[src/rtl/mult_div_unit_if.sv]
// Operand/result bus between the register bank and the multiply/divide unit.
// Optional MTHI/MTLO write port is present only when MD_MTHILO_EN is defined.
interface mult_div_unit_if #(
  parameter int WIDTH = 32
);
  logic             Start;
  logic [1:0]       Op;
  logic [WIDTH-1:0] A;
  logic [WIDTH-1:0] B;
  logic             Busy;
  logic             Done;
  logic             DivZero;
  logic [WIDTH-1:0] Hi;
  logic [WIDTH-1:0] Lo;
`ifdef MD_MTHILO_EN
  logic             HiWe;
  logic             LoWe;
  logic [WIDTH-1:0] WData;
`endif

`ifdef MD_MTHILO_EN
  modport master (output Start, Op, A, B, HiWe, LoWe, WData,
                  input  Busy, Done, DivZero, Hi, Lo);
  modport slave  (input  Start, Op, A, B, HiWe, LoWe, WData,
                  output Busy, Done, DivZero, Hi, Lo);
`else
  modport master (output Start, Op, A, B,
                  input  Busy, Done, DivZero, Hi, Lo);
  modport slave  (input  Start, Op, A, B,
                  output Busy, Done, DivZero, Hi, Lo);
`endif
endinterface

[src/rtl/mult_div_unit.sv]
// Iterative MULT/MULTU/DIV/DIVU unit holding the architectural HI/LO pair.
// One result bit per clock: shift-add multiply, restoring shift-subtract divide.
// Operands are reduced to magnitudes at launch and the sign is fixed up in FIN.
// Optional macro MD_MTHILO_EN adds the MTHI/MTLO write port (HiWe/LoWe/WData).
module mult_div_unit #(
  parameter int WIDTH = 32
) (
  input  logic              CLK,
  input  logic              RST,
  mult_div_unit_if.slave    bus
);
  localparam int CW = $clog2(WIDTH);

  typedef enum logic [1:0] {IDLE, RUN, FIN} state_t;

  // Launch request decoded from the bus in IDLE.
  typedef struct packed {
    logic             div;
    logic             a_neg;
    logic             b_neg;
    logic             dz;
    logic [WIDTH-1:0] a_mag;
    logic [WIDTH-1:0] b_mag;
  } req_t;

  state_t               state_q, state_d;
  logic                 div_q;
  logic                 sgn_pq_q;   // product / quotient sign
  logic                 sgn_r_q;    // remainder sign (follows dividend)
  logic                 dz_q;
  logic [2*WIDTH-1:0]   acc_q;      // mul: {partial hi, multiplier/lo}; div: {rem, dividend/quo}
  logic [WIDTH-1:0]     mag_q;      // multiplicand or divisor magnitude
  logic [CW-1:0]        cnt_q;
  logic [WIDTH-1:0]     hi_q, lo_q;
  logic                 done_q, divzero_q;

  req_t                 req;
  logic                 launch;
  logic                 last_iter;
  logic [WIDTH:0]       mul_sum;
  logic [2*WIDTH-1:0]   mul_next;
  logic [WIDTH:0]       div_shift;
  logic [WIDTH:0]       div_diff;
  logic                 div_ok;
  logic [2*WIDTH-1:0]   div_next;
  logic [2*WIDTH-1:0]   prod_fix;
  logic [WIDTH-1:0]     quo_fix, rem_fix;
  logic [WIDTH-1:0]     res_hi, res_lo;

  assign launch    = (state_q == IDLE) && bus.Start;
  assign last_iter = (cnt_q == CW'(WIDTH-1));

  // Operand decode: unsigned ops never report a negative operand.
  always_comb begin
    req.div   = bus.Op[1];
    req.a_neg = !bus.Op[0] && bus.A[WIDTH-1];
    req.b_neg = !bus.Op[0] && bus.B[WIDTH-1];
    req.dz    = bus.Op[1] && (bus.B == '0);
    req.a_mag = req.a_neg ? (~bus.A + 1'b1) : bus.A;
    req.b_mag = req.b_neg ? (~bus.B + 1'b1) : bus.B;
  end

  // One iteration step for each algorithm; the active one is picked in RUN.
  always_comb begin
    mul_sum   = {1'b0, acc_q[2*WIDTH-1:WIDTH]} + (acc_q[0] ? {1'b0, mag_q} : '0);
    mul_next  = {mul_sum, acc_q[WIDTH-1:1]};
    // Remainder stays below the divisor, so the shifted value fits WIDTH+1 bits
    // and bit WIDTH of the difference is a clean borrow flag.
    div_shift = {acc_q[2*WIDTH-1:WIDTH], acc_q[WIDTH-1]};
    div_diff  = div_shift - {1'b0, mag_q};
    div_ok    = !div_diff[WIDTH];
    div_next  = {(div_ok ? div_diff[WIDTH-1:0] : div_shift[WIDTH-1:0]),
                 acc_q[WIDTH-2:0], div_ok};
  end

  // Sign correction and HI/LO selection for the FIN write.
  always_comb begin
    prod_fix = sgn_pq_q ? (~acc_q + 1'b1) : acc_q;
    quo_fix  = sgn_pq_q ? (~acc_q[WIDTH-1:0] + 1'b1) : acc_q[WIDTH-1:0];
    rem_fix  = sgn_r_q  ? (~acc_q[2*WIDTH-1:WIDTH] + 1'b1) : acc_q[2*WIDTH-1:WIDTH];
    res_hi   = prod_fix[2*WIDTH-1:WIDTH];
    res_lo   = prod_fix[WIDTH-1:0];
    if (dz_q) begin
      // acc was loaded with {raw A, all ones} at launch
      res_hi = acc_q[2*WIDTH-1:WIDTH];
      res_lo = acc_q[WIDTH-1:0];
    end else if (div_q) begin
      res_hi = rem_fix;
      res_lo = quo_fix;
    end
  end

  // State register.
  always_ff @(posedge CLK) begin
    if (RST) state_q <= IDLE;
    else     state_q <= state_d;
  end

  // Next-state: divide-by-zero skips the iteration phase.
  always_comb begin
    state_d = state_q;
    case (state_q)
      IDLE: if (bus.Start) state_d = req.dz ? FIN : RUN;
      RUN:  if (last_iter) state_d = FIN;
      FIN:  state_d = IDLE;
      default: state_d = IDLE;
    endcase
  end

  // Datapath: launch capture, per-bit iteration, result commit.
  always_ff @(posedge CLK) begin
    if (RST) begin
      div_q     <= 1'b0;
      sgn_pq_q  <= 1'b0;
      sgn_r_q   <= 1'b0;
      dz_q      <= 1'b0;
      acc_q     <= '0;
      mag_q     <= '0;
      cnt_q     <= '0;
      hi_q      <= '0;
      lo_q      <= '0;
      done_q    <= 1'b0;
      divzero_q <= 1'b0;
    end else begin
      done_q <= 1'b0;
      case (state_q)
        IDLE: begin
          if (launch) begin
            div_q     <= req.div;
            sgn_pq_q  <= req.a_neg ^ req.b_neg;
            sgn_r_q   <= req.a_neg;
            dz_q      <= req.dz;
            cnt_q     <= '0;
            divzero_q <= 1'b0;
            if (req.dz) begin
              acc_q <= {bus.A, {WIDTH{1'b1}}};
              mag_q <= '0;
            end else if (req.div) begin
              acc_q <= {{WIDTH{1'b0}}, req.a_mag};
              mag_q <= req.b_mag;
            end else begin
              acc_q <= {{WIDTH{1'b0}}, req.b_mag};
              mag_q <= req.a_mag;
            end
          end
`ifdef MD_MTHILO_EN
          else begin
            if (bus.HiWe) hi_q <= bus.WData;
            if (bus.LoWe) lo_q <= bus.WData;
          end
`endif
        end
        RUN: begin
          acc_q <= div_q ? div_next : mul_next;
          cnt_q <= cnt_q + 1'b1;
        end
        FIN: begin
          hi_q      <= res_hi;
          lo_q      <= res_lo;
          done_q    <= 1'b1;
          divzero_q <= dz_q;
        end
        default: ;
      endcase
    end
  end

  assign bus.Busy    = (state_q != IDLE);
  assign bus.Done    = done_q;
  assign bus.DivZero = divzero_q;
  assign bus.Hi      = hi_q;
  assign bus.Lo      = lo_q;

endmodule

[src/flat_wrapper.sv]
// flat-port wrapper written by rule: the top's interface ports become plain ports
module mult_div_unit_flat 
#(
  parameter int WIDTH = 32
)
  (CLK, RST, bus_Start, bus_Op, bus_A, bus_B, bus_Busy, bus_Done, bus_DivZero, bus_Hi, bus_Lo);
  mult_div_unit_if #(.WIDTH(WIDTH)) bus_i ();
  input  logic CLK;
  input  logic RST;
  input wire logic [$bits(bus_i.Start)-1:0] bus_Start;
  input wire logic [$bits(bus_i.Op)-1:0] bus_Op;
  input wire logic [$bits(bus_i.A)-1:0] bus_A;
  input wire logic [$bits(bus_i.B)-1:0] bus_B;
  output wire logic [$bits(bus_i.Busy)-1:0] bus_Busy;
  output wire logic [$bits(bus_i.Done)-1:0] bus_Done;
  output wire logic [$bits(bus_i.DivZero)-1:0] bus_DivZero;
  output wire logic [$bits(bus_i.Hi)-1:0] bus_Hi;
  output wire logic [$bits(bus_i.Lo)-1:0] bus_Lo;
  assign bus_i.Start = bus_Start;
  assign bus_i.Op = bus_Op;
  assign bus_i.A = bus_A;
  assign bus_i.B = bus_B;
  assign bus_Busy = bus_i.Busy;
  assign bus_Done = bus_i.Done;
  assign bus_DivZero = bus_i.DivZero;
  assign bus_Hi = bus_i.Hi;
  assign bus_Lo = bus_i.Lo;
  mult_div_unit #(.WIDTH(WIDTH)) u_core (.CLK(CLK), .RST(RST), .bus(bus_i));
endmodule
[config.mk]
export PLATFORM = sky130hd
export DESIGN_NAME = mult_div_unit_flat
export DESIGN_NICKNAME = d
export VERILOG_FILES = /design/src/rtl/mult_div_unit_if.sv /design/src/rtl/mult_div_unit.sv /design/src/flat_wrapper.sv
export SDC_FILE = /design/constraint.sdc
export NUM_CORES = 1
export LEC_CHECK = 0
export CAP_MARGIN = 40
export CORE_MARGIN = 8
export CORE_UTILIZATION = 40
export CTS_CLUSTER_DIAMETER = 200
export CTS_CLUSTER_SIZE = 40
export DETAILED_ROUTE_END_ITERATION = 12
export REMOVE_ABC_BUFFERS = 1
export SLEW_MARGIN = 20
export SYNTH_ARGS = -nofsm -noshare
export SYNTH_HDL_FRONTEND = slang
export SYNTH_SLANG_ARGS = --single-unit
export TNS_END_PERCENT = 50
[constraint.sdc]
create_clock -name CLK -period 8.8 [get_ports CLK]
set_input_delay 0.88 -clock CLK [delete_from_list [all_inputs] [get_ports CLK]]
set_output_delay 0.88 -clock CLK [all_outputs]
set_load 0.02 [all_outputs]
# Yosys cells after proc, flatten, opt, wreduce, memory -nomap -nowiden
# Cells that the tools add are included.
word_totals:
  out_inout_bits: 67
  register_bits: 173
classes:
  n_addsub: 8
  mux: 27
  reduce_logical: 15
  n_bitwise: 6
  n_eq_ne: 6
ops:
  columns: ["cell", "n"]
  rows:
  - ["two-way mux 32 bit", 13]
  - ["two-way mux 64 bit", 4]
  - ["adder 32 x 1 -> 32 bit, second input constant", 4]
  - ["NOT 32 bit", 4]
  - ["case mux 64 bit (2 select lines)", 1]
  - ["adder 64 x 1 -> 64 bit, second input constant", 1]
  - ["NOT 64 bit", 1]
  - ["adder 32 x 33 -> 33 bit", 1]
  - ["subtractor 33 x 32 -> 33 bit", 1]
  - ["zero test 32 bit", 1]
  - ["case mux 5 bit (2 select lines)", 1]
  - ["AND reduction 2 bit", 4]
  - ["two-way mux 2 bit", 3]
  - ["nonzero test 2 bit", 3]
  - ["adder 5 x 1 -> 5 bit, second input constant", 1]
  - ["equality test 5 bit, second input constant", 1]
  - ["two-way mux 5 bit", 1]
  - ["logical AND 1 bit", 4]
  - ["inequality test 2 x 1 -> 1 bit, second input constant", 2]
  - ["case mux 2 bit (2 select lines)", 1]
  - ["equality test 2 x 1 -> 1 bit, second input constant", 1]
  - ["equality test 2 bit, second input constant", 1]
  - ["zero test 1 bit", 2]
  - ["zero test 2 bit", 1]
  - ["other kinds (4)", 5]

# Longest topological paths before layout
depth:
  ltp_word: 7
  depth_mapped: 14
  ltp_nobuf: 12

# Least setup slack after synthesis
# No wires, ideal clock.
synth_path:
  path_type: "register to register"
  from: "register u_core.acc_q[0]"
  to: "register u_core.acc_q[60]"
  stages_incl_launch_ff: 14
  t_arrival_ns: 3.273
  synth_period_minus_slack_ns: 3.387
  t_required_ns: 8.685
  setup_slack_ns: 5.413
  setup_ns: 0.115
  n_path_buf: 1
  cell_sequence: "dfxtp_1 inv_1 clkbuf_1 nor2_1 ha_1 a211o_1 o21bai_1 o21ba_2 o21ai_0 a21oi_1 or2_2 o41a_1 xnor2_1 a2111oi_0"
synth_via:
  elab_chain_cells: 4
synth_rtl:
  columns: ["element", "line", "rtl"]
  rows:
  - ["from (decl)", "mult_div_unit.sv:31", "logic [2*WIDTH-1:0] acc_q;"]
  - ["from (signal assigned)", "mult_div_unit.sv:136", "acc_q <= {bus.A, {WIDTH{1'b1}}};"]
  - ["from (signal assigned)", "mult_div_unit.sv:139", "acc_q <= {{WIDTH{1'b0}}, req.a_mag};"]
  - ["from (signal assigned)", "mult_div_unit.sv:142", "acc_q <= {{WIDTH{1'b0}}, req.b_mag};"]
  - ["two-way mux 32 bit", "mult_div_unit.sv:65", "mul_sum = {1'b0, acc_q[2*WIDTH-1:WIDTH]} + (acc_q[0] ? {1'b0, mag_q} : '0);"]
  - ["adder 32 x 33 -> 33 bit", "mult_div_unit.sv:65", null]
  - ["two-way mux 64 bit", "mult_div_unit.sv:154", "acc_q <= div_q ? div_next : mul_next;"]
  - ["case mux 64 bit (2 select lines)", "mult_div_unit.sv:126", "case (state_q)"]
# Every way passes these cells.
# A chain may end at the register's enable or synchronous reset.

# Worst setup path in the final report
layout_path:
  from: "register u_core.acc_q[32]"
  to: "register u_core.acc_q[57]"
layout_via:
  elab_chain_cells: 4
layout_rtl:
  columns: ["element", "line", "rtl"]
  rows:
  - ["subtractor 33 x 32 -> 33 bit", "mult_div_unit.sv:70", "div_diff = div_shift - {1'b0, mag_q};"]
  - ["two-way mux 32 bit", "mult_div_unit.sv:72", "div_next = {(div_ok ? div_diff[WIDTH-1:0] : div_shift[WIDTH-1:0]),"]
  - ["two-way mux 64 bit (*)", "mult_div_unit.sv:154", null]
  - ["case mux 64 bit (2 select lines) (*)", "mult_div_unit.sv:126", null]
# Mark *: on every way between the ends. The rest lies on a longest branch, timed or not.

==> results by group <==
Run status
  • Outcome: finished, final reports clean

Detailed routing
  • Via density: 6.13
  • Post-route ant nets: 0
  • Routed vias: 15200
  • Iter 0 DRT Violations: between 1000 and 1500
  • Total Wirelength: between 50000 and 60000 um
  • Remaining DRCs: 0
  • WL/cell: about 22 um
  • Drt first pass iters: 8

GRT
  • Largest net degree at the start of global routing: 92
  • Tot GR Track Use: 24.9%
  • First-pass GRT wire length: ~83000 um
  • Number of global-route vias before repair: 14400
  • GRT overflow: 0
  • Initial antenna violation count: 1

Clock tree
  • CTS tree: built
  • Post-cts sizing count: 0
  • Post-CTS Hold Buffers: 0
  • Clk pin slew, worst setup/hold paths: 0.07 ns
  • Clk_lat worst skew: 0.46 ns
  • CTS root buf: clkbuf_16
  • Max H-tree Level: 4
  • Post-CTS Setup Bufs: 0
  • Total clock sinks: between 150 and 200
  • CTS Buffer Depth: 2
  • Num CTS Buffers: 17

Layout
  • Final layout net count: ~2100
  • P&R area growth vs syn: 16.3%
  • Utilization after layout: 47.3%
  • N_diodes: 0
  • Fillers: approximately 3600
  • Layout cells sized above 1: under 10%

Worst setup path
  • Critical path arrival: 4.57 ns
  • Top delay family on crit path: compound AO/OA/AOI/OAI gates
  • CP Launch Type: flip-flop
  • Worst-path fanout max: 38
  • Max incr delay on CP: 0.58 ns
  • Crit path max-delay cell type: dfxtp_1
  • Setup crit end kind: flip-flop
  • Crit-path cells: inv_1, fa_1, nand2b_1, a21oi_1, o211ai_1, a211oi_1, nor2_1, xnor2_2, buf_4, o21ai_0, a31oi_1, nor4_1
  • Count of buffer and inverter cells on the critical path: 2
  • Worst EP required: between 9 and 10 ns
  • Crit path kind: reg -> reg

Logic synthesis
  • Post-Syn Area per Cell: about 7.4 um^2
  • Primary FF master, synth: dfxtp_1
  • Flops & latches, synth: 173
  • Async SR Flop Fraction: 0%
  • Post-synth top cells: 257 x nor2_1, 173 x a21oi_1, 173 x dfxtp_1
  • Yosys top cell area share: approximately a quarter
  • Top cells by area, synth: dfxtp_1 24%, nor2_1 6.6%, ha_1 6.0%, a21oi_1 6.0%, xnor2_1 5.6%
  • Cell variety after synth: 90
  • Synthesized area: approximately 15000 um^2
  • Ys Warns: 0
  • Post-synth top area cell: dfxtp_1
  • Number of synthesized flops with an enable pin: 0
  • Sequential area share after synthesis: a little under a quarter
  • Most frequent cell after synthesis: nor2_1
  • Cells after Synth: 1948

Floorplanning
  • Initial Utilization: 40.7%
  • # rows: between 60 and 70
  • Top Ports: 136
  • Core Area: around 36000 um^2
  • Die Y: between 200 and 250 um
  • Die Wd: between 200 and 250 um
  • DIE AREA: roughly 43000 um^2

Timing
  • Setup TNS: 0 ns
  • Fmax: 0.235 GHz
  • Hold Fails Final Rpt: 0
  • Final WS setup: approximately 4.6 ns
  • Final setup viols: 0
  • Tmin final: around 4.2 ns
  • Fin Hold WS: 0.459 ns
  • RSZ-0062 raised after global routing: no
  • Measured slew at the worst slew-check pin: around 0.84 ns
  • Slew Viols, Final: 0
  • Fin crit share: 48.3%
  • Rel. slew slack: approximately 44%
  • Skew final: around 0.019 ns

Power and ir drop
  • Worst VDD drop: between 0.1 and 0.15 mV
  • Static Leakage: approximately 6.3 nW
  • Power Dens Cells: between 150 and 200 nW/um^2

Run
  • Max-cap viol count: 0

Placement
  • Gpl congestion: roughly 0.95
  • # port buffers: 135
  • Post-DP HPWL: approximately 41000 um
  • Pre-CTS setup slack: ~4.6 ns

Min path
  • Hold Crit Class: reg -> reg
-- registers in the layout, indices dropped and copies added (netlist names) --
| name | count |
|---|---|
| u_core.acc_q | 64 |
| u_core.div_q | 1 |
| u_core.sgn_r_q | 1 |
| u_core.state_q | 2 |
| u_core.bus.Lo | 32 |
| u_core.mag_q | 32 |
| u_core.dz_q | 1 |
| u_core.bus.Hi | 32 |
| u_core.bus.Done | 1 |
| u_core.bus.DivZero | 1 |
| u_core.cnt_q | 5 |
| u_core.sgn_pq_q | 1 |
-- cells by family after synthesis --
| kind of cell | after synthesis | synth area share (%) |
|---|---|---|
| buffers and inverters | 200 | 5.30 |
| DFF | 173 | 23.9 |
| xor gates and xnor gates | 164 | 9.90 |
| muxes | 58 | 4.16 |
| adders and majority gates | 72 | 6.31 |
| AOI/OAI and AO/OA | 642 | 29.2 |
| and+or+nand+nor | 639 | 21.2 |
-- power breakdown --
part           switching [W]  leakage (nW)  internal (W)
combinational       0.000608          4.57      0.000382
clock               0.000382         0.295      0.000438
sequential         0.0000778          1.41      0.000827
total                0.00107          6.28       0.00165
-- cell usage in the layout (no fill, tap or decap), types with 15 or more instances in the layout --
cell             synthesis  layout
nor2_1                 257     257
a21oi_1                173     173
dfxtp_1                173     172
nand2_1                139     139
clkdlybuf4s50_1          0     133
o21ai_0                122     122
xnor2_1                 93      92
a211oi_1                83      83
xor2_1                  71      70
ha_1                    70      70
inv_1                   66      66
nor3_1                  50      50
mux2i_1                 40      40
nand3_1                 36      36
a21o_1                  26      26
buf_4                    0      26
a31oi_1                 25      25
a22o_1                  24      24
a22oi_1                 20      20
o22ai_1                 20      20
a221oi_1                18      18
mux2_2                  18      18
nor4_1                  17      17
clkbuf_16                0      17
and3_1                  16      16
nand2b_1                16      16
nor2b_1                 18      16
o31ai_1                 16      16
or3_1                   15      15
-- cell type report --
type / count / area (um^2) / area share (%)
tap: 461 / 577 / 3.42
clock buffer: 18 / 439 / 2.60
timing repair buffer: 166 / 1660 / 9.84
clock inverter: 14 / 173 / 1.02
multi-input combinational: 1575 / 10300 / 61.1
inverter: 68 / 255 / 1.51
sequential: 173 / 3460 / 20.5
-- stage by stage --
| stage | area, um^2 | std cells | total power (W) |
|---|---|---|---|
| 3_5_place_dp | 16200 | 2439 | 0.00189 |
| 4_1_cts | 16800 | 2471 | 0.00271 |
| 5_1_grt | 16900 | 2475 | 0.00285 |
| 6_report | 16900 | 2475 | 0.00271 |
| 2_1_floorplan | 14000 | 1816 | 0.00155 |
| 3_3_place_gp | 16100 | 2435 | 0.00188 |
-- per-layer routing --
metal	vias up	share of wire (%)	global-route usage, %
li1	7260	-	-
met1	7228	45	33.1
met2	565	45	39.3
met3	114	6.0	3.35
met4	0	4.3	11.7
met5	-	0	0
-- worst min-delay path, delay by kind of cell (launching register included) --
kind,cells,cell delay [ns]
simple gates,1,0.05
flops,1,0.32
compound gates,1,0.05
-- worst paths after layout --
| check | startpoint | to | slack [ns] | depth (start not counted) |
|---|---|---|---|---|
| hold reg to reg | u_core.bus.Hi[17]$_SDFFE_PP0P_ | u_core.bus.Hi[17]$_SDFFE_PP0P_ | 0.46 | 2 |
| setup reg to reg | u_core.acc_q[32]$_SDFFE_PP0P_ | u_core.acc_q[57]$_SDFFE_PP0P_ | 4.55 | 12 |
| setup / recovery | u_core.acc_q[32]$_SDFFE_PP0P_ | u_core.acc_q[57]$_SDFFE_PP0P_ | 4.55 | 12 |
| hold / removal | u_core.bus.Hi[17]$_SDFFE_PP0P_ | u_core.bus.Hi[17]$_SDFFE_PP0P_ | 0.46 | 2 |
(Power assumes the default switching activity.)
